### src/rtl/data_sampling_mv.sv
// Majority-vote sampler for the UART receive path: votes NUM_SAMPLES samples of RX_IN
// centred on each bit period and reports the voted bit, a valid strobe and a noise flag.
module data_sampling_mv #(
    parameter int PRESCALE_W  = 6,
    parameter int NUM_SAMPLES = 3
) (
    input  logic                  CLK,
    input  logic                  RST,
    input  logic                  dat_samp_en,
    input  logic [PRESCALE_W-1:0] edge_cnt,
    input  logic                  RX_IN,
    input  logic [PRESCALE_W-1:0] Prescale,
    output logic                  sampled_bit,
    output logic                  samp_valid,
    output logic                  noise_err
);

    localparam int PW1   = PRESCALE_W + 1;
    localparam int IDX_W = (NUM_SAMPLES > 1) ? $clog2(NUM_SAMPLES) : 1;
    localparam int CNT_W = $clog2(NUM_SAMPLES + 1);
    localparam int H     = (NUM_SAMPLES - 1) / 2;

    generate
        if (NUM_SAMPLES < 1 || NUM_SAMPLES > 7 || (NUM_SAMPLES % 2) == 0) begin : g_bad_num_samples
            $error("data_sampling_mv: NUM_SAMPLES must be odd and within 1..7");
        end
    endgenerate

    typedef enum logic {IDLE, COLLECT} state_t;

    logic [IDX_W-1:0] samp_idx_q, samp_idx_d;
    logic [CNT_W-1:0] ones_cnt_q, ones_cnt_d;
    logic             sampled_bit_q, sampled_bit_d;
    logic             samp_valid_q, samp_valid_d;
    logic             noise_err_q, noise_err_d;

    state_t           state;
    logic             degraded;
    logic [PW1-1:0]   center;
    logic [PW1-1:0]   first_pos;
    logic [PW1-1:0]   target_pos;
    logic [CNT_W-1:0] n_eff;
    logic [IDX_W-1:0] last_idx;
    logic [CNT_W-1:0] total;
    logic             hit;
    logic             abort;

    // Too few edges per bit for a full window: fall back to a single centre sample.
    assign degraded   = ({1'b0, Prescale} < PW1'(NUM_SAMPLES + 2));
    assign center     = {1'b0, Prescale} >> 1;
    assign first_pos  = degraded ? center : (center - PW1'(H));
    assign n_eff      = degraded ? CNT_W'(1) : CNT_W'(NUM_SAMPLES);
    assign last_idx   = degraded ? '0 : IDX_W'(NUM_SAMPLES - 1);
    assign target_pos = first_pos + PW1'(samp_idx_q);
    assign hit        = ({1'b0, edge_cnt} == target_pos);
    assign total      = ones_cnt_q + CNT_W'(RX_IN);
    assign state      = (samp_idx_q == '0) ? IDLE : COLLECT;
    assign abort      = !dat_samp_en || (state == COLLECT && edge_cnt == '0);

    always_comb begin
        samp_idx_d    = samp_idx_q;
        ones_cnt_d    = ones_cnt_q;
        sampled_bit_d = sampled_bit_q;
        noise_err_d   = noise_err_q;
        samp_valid_d  = 1'b0;
        if (abort) begin
            samp_idx_d = '0;
            ones_cnt_d = '0;
        end else if (hit) begin
            if (samp_idx_q == last_idx) begin
                samp_idx_d    = '0;
                ones_cnt_d    = '0;
                samp_valid_d  = 1'b1;
                sampled_bit_d = (total > (n_eff >> 1));
                noise_err_d   = !degraded && (total != '0) && (total != n_eff);
            end else begin
                samp_idx_d = samp_idx_q + IDX_W'(1);
                ones_cnt_d = total;
            end
        end
    end

    always_ff @(posedge CLK or posedge RST) begin
        if (RST) begin
            samp_idx_q    <= '0;
            ones_cnt_q    <= '0;
            sampled_bit_q <= 1'b0;
            samp_valid_q  <= 1'b0;
            noise_err_q   <= 1'b0;
        end else begin
            samp_idx_q    <= samp_idx_d;
            ones_cnt_q    <= ones_cnt_d;
            sampled_bit_q <= sampled_bit_d;
            samp_valid_q  <= samp_valid_d;
            noise_err_q   <= noise_err_d;
        end
    end

    assign sampled_bit = sampled_bit_q;
    assign samp_valid  = samp_valid_q;
    assign noise_err   = noise_err_q;

endmodule

### config.mk
export PLATFORM = sky130hd
export DESIGN_NAME = data_sampling_mv
export DESIGN_NICKNAME = d
export VERILOG_FILES = /design/src/rtl/data_sampling_mv.sv
export SDC_FILE = /design/constraint.sdc
export NUM_CORES = 1
export LEC_CHECK = 0
export CORE_UTILIZATION = 45
export DETAILED_ROUTE_END_ITERATION = 12
export PLACE_DENSITY = 0.75
export SYNTH_ARGS = -nofsm -noshare
export SYNTH_HDL_FRONTEND = slang
export SYNTH_SLANG_ARGS = --single-unit
### constraint.sdc
create_clock -name CLK -period 2.1 [get_ports CLK]
set_input_delay 0.21 -clock CLK [delete_from_list [all_inputs] [get_ports CLK]]
set_output_delay 0.21 -clock CLK [all_outputs]
set_load 0.03 [all_outputs]
==> results.yml <==
placed_design:
  io_buffers: 18
  gp_congestion: 0.8714
  post_dp_cell_area_um2: 1319
  dpl.hpwl_um: 2045
  post-place-ws_ns: -1.021
cts:
  cts_hold_buf: 0
  cts_buffers: 3
  clk_pin_slew_worst_paths_ns: 0.05
  insertion_delay_ns: 0.25
  clock_path_buffers: 2
  clock-root-buffer: "clkbuf_4"
  numClockSinks: 7
  cts_tree: "done"
  htree_levels: 1
global_route:
  grt_pass1_wl_um: 4181
  grt.overflow.total: 0
  grt_max_degree: 9
  grt_pass1_vias: 923
  grt.total_usage_pct: 28.39
  antenna_found_initial: 0
sta:
  fin_worst_skew_ns: 0.0007990
  setup_viol: 7
  slew_viol_final: 0
  maxSlewHeadroom_pct: 61.00
  hold-worst-slack_ns: 0.1914
  final-hold-violation-count: 0
  timing.fmax_ghz: 0.4010
  fin_crit_ns: 2.494
  period_share_pct: 118.8
  tightest_slew_ns: 0.5801
  setup_slack_ns: -0.3940
  rsz0062_at_grt: "yes"
detailed_routing:
  antenna_left: 0
  routed_wl_um: 2733
  drc: 0
  via_per_inst: 5.480
  wl_per_cell_um: 15.44
  drt-pass1-iter-count: 4
  initialDrtViolationCount: 22
  vias: 970
worst_setup_path:
  r2r-start: "samp_idx_q[1]$_DFFE_PP0P_"
  crit_path_start: "Prescale[4]"
  arrival_ns: 2.63
  cpMaxStageDelayCell: "fa_2"
  crit_path_max_incr_delay_ns: 0.56
  crit_type: "in2reg"
  cp_max_fo: 4
  end_kind: "flop"
  start_kind: "primary input"
  path_cells: "buf_2, or3_4, nor2_4, nor2_2, a21oi_2, ha_2, inv_2, fa_2, xnor2_2, nor2_2, and3_4, nand4_4, mux2_4"
  cp.required_ns: 2.24
  crit_path_frequent_cell: "nor2_2"
synthesis:
  synth_top_flop_cell: "dfrtp_1"
  yosysSeqAreaShare_pct: 19.50
  syn_area_per_cell_um2: 8.722
  ys_seq_elements: 7
  synth_top_area_cell: "dfrtp_1"
  synth_edf_count: 0
  syn_nets: 126
  ys_types: 37
  synth_area_um2: 898.4
  syn_inst: 103
  netlist.area_leader.share_pct: 19.50
  async_flop_share_pct: 100.0
  yosys_warnings: 0
  synthTopCellsByArea: "dfrtp_1 19%, ha_1 8.4%, xnor2_1 6.8%, a21oi_1 5.6%, o41ai_2 5.4%"
power_and_ir_drop:
  vdd_ir_drop_max_v: 0.0003319
  p_leak_nw: 0.6297
  p_total_uw: 493.1
  p_per_area_nw_per_um2: 336.3
cells_and_area:
  antennaDiodeCount: 0
  regArea_um2: 175.2
  drive_above_1_share_pct: 44.08
  synthToLayoutAreaGrowth_pct: 63.23
  multiInputGateArea_um2: 803.3
  postLayoutCellArea_um2: 1466
  nets: 176
  fillers: 127
  post-route-util_pct: 81.39
status:
  status: "finished, violations left"
  failed_checks: "negative setup slack"
job:
  max_cap_violations: 0
floorplanning:
  die_h_um: 46.68
  ioPinCount: 19
  num_rows: 15
  initial_core_util_pct: 49.86
  die_w_um: 46.68
  core-area_um2: 1802
  die_area_um2: 2179
worst_hold_path:
  hold_path.class: "in2async"
==> routing by layer <==
layer | vias up | share of wire [%] | GRT usage [%]
met5 | - | 0 | 0
met4 | 0 | 0.66 | 6.286
met3 | 3 | 4.8 | 7.843
met2 | 28 | 50 | 46.67
met1 | 464 | 44 | 36.73
li1 | 475 | - | -
==> final cells by class <==
type / count / area share, %
Inverter: 11 / 2.816
Timing Repair Buffer: 47 / 26.54
Clock buffer: 4 / 1.792
Sequential cell: 7 / 11.95
Multi-Input combinational cell: 83 / 54.78
Tap cell: 25 / 2.133
==> state kept, by name, summed over array words and instances, names as in the netlist <==
register / cells
noise_err: 1
sampled_bit: 1
samp_valid: 1
ones_cnt_q: 2
samp_idx_q: 2
==> where the power goes <==
group | leakage, nW | switching (mW) | internal (mW)
clock network | 0.0150 | 0.0480 | 0.0724
logic | 0.522 | 0.121 | 0.114
registers | 0.0926 | 0.00103 | 0.137
==> logic make-up (layout without fill, tap and decap cells) <==
group | count (synthesis) | count (layout) | synth area share [%]
AOI/OAI and AO/OA | 26 | 26 | 21.45
xor gates and xnor gates | 12 | 12 | 14.63
adders and majority gates | 7 | 7 | 10.58
buffers and inverters | 13 | 62 | 6.406
DFF | 7 | 7 | 19.50
muxes | 2 | 2 | 2.785
and+or+nand+nor | 36 | 36 | 24.65
==> through the flow <==
stage / TNS, ns / std cells
detailed placement: -6.798 / 170
floorplan: -2.385 / 103
CTS: -2.204 / 177
global route: -3.096 / 177
finish: -2.330 / 177
global placement: -6.299 / 170
==> cells in the final DEF (no fill, tap or decap), types with 3 or more instances in the layout <==
| cell | instances |
|---|---|
| a21oi_2 | 4 |
| buf_4 | 28 |
| ha_1 | 5 |
| nand4_1 | 3 |
| nand2_1 | 4 |
| xnor2_1 | 3 |
| dfrtp_1 | 7 |
| nor2b_1 | 3 |
| xnor2_2 | 5 |
| clkdlybuf4s50_1 | 12 |
| nor2_1 | 5 |
| inv_1 | 10 |
| a21oi_1 | 6 |
| dlygate4sd2_1 | 3 |
| clkbuf_4 | 3 |
==> synth_stat cells, types with 2 or more instances <==
cell type and count:
o41ai_2 3, xnor2_1 7, nor3_1 3, ha_1 6
inv_1 11, nor2_1 8, nand4b_1 2, o21ai_0 2
a211oi_1 2, nor2b_1 3, nand3_1 3, nand2_1 4
nand4_1 3, and3_1 2, o21a_1 2, dfrtp_1 7
a21oi_1 10, xor2_1 3, o31ai_1 4
==> critical path: cells and delay by family <==
family | cells | cell delay [ns]
multiplexers | 1 | 0.31
buffers and inverters | 2 | 0.15
AO/OA/AOI/OAI | 1 | 0.12
AND/OR/NAND/NOR | 6 | 1.00
XOR/XNOR | 1 | 0.08
adder cells (fa/ha/maj) | 2 | 0.76
==> final timing paths <==
check                                            end  slack [ns]  depth (start not counted)
hold reg to reg              sampled_bit$_DFFE_PP0P_        0.52                          1
min in group CLK             sampled_bit$_DFFE_PP0P_        0.52                          1
setup / recovery             sampled_bit$_DFFE_PP0P_       -0.39                         13
max in group asynchronous  samp_idx_q[1]$_DFFE_PP0P_        1.69                          2
setup reg to reg             sampled_bit$_DFFE_PP0P_       -0.12                          7
hold / removal               sampled_bit$_DFFE_PP0P_        0.19                          2
==> timing repair <==
| item | in CTS | in global routing |
|---|---|---|
| buffers inserted | 3 | 0 |
| pin swaps | 19 | 2 |
| setup endpoints to repair | 7 | 7 |
| resized for setup | 32 | 5 |
No activity file was read; power rests on OpenSTA's default activity.
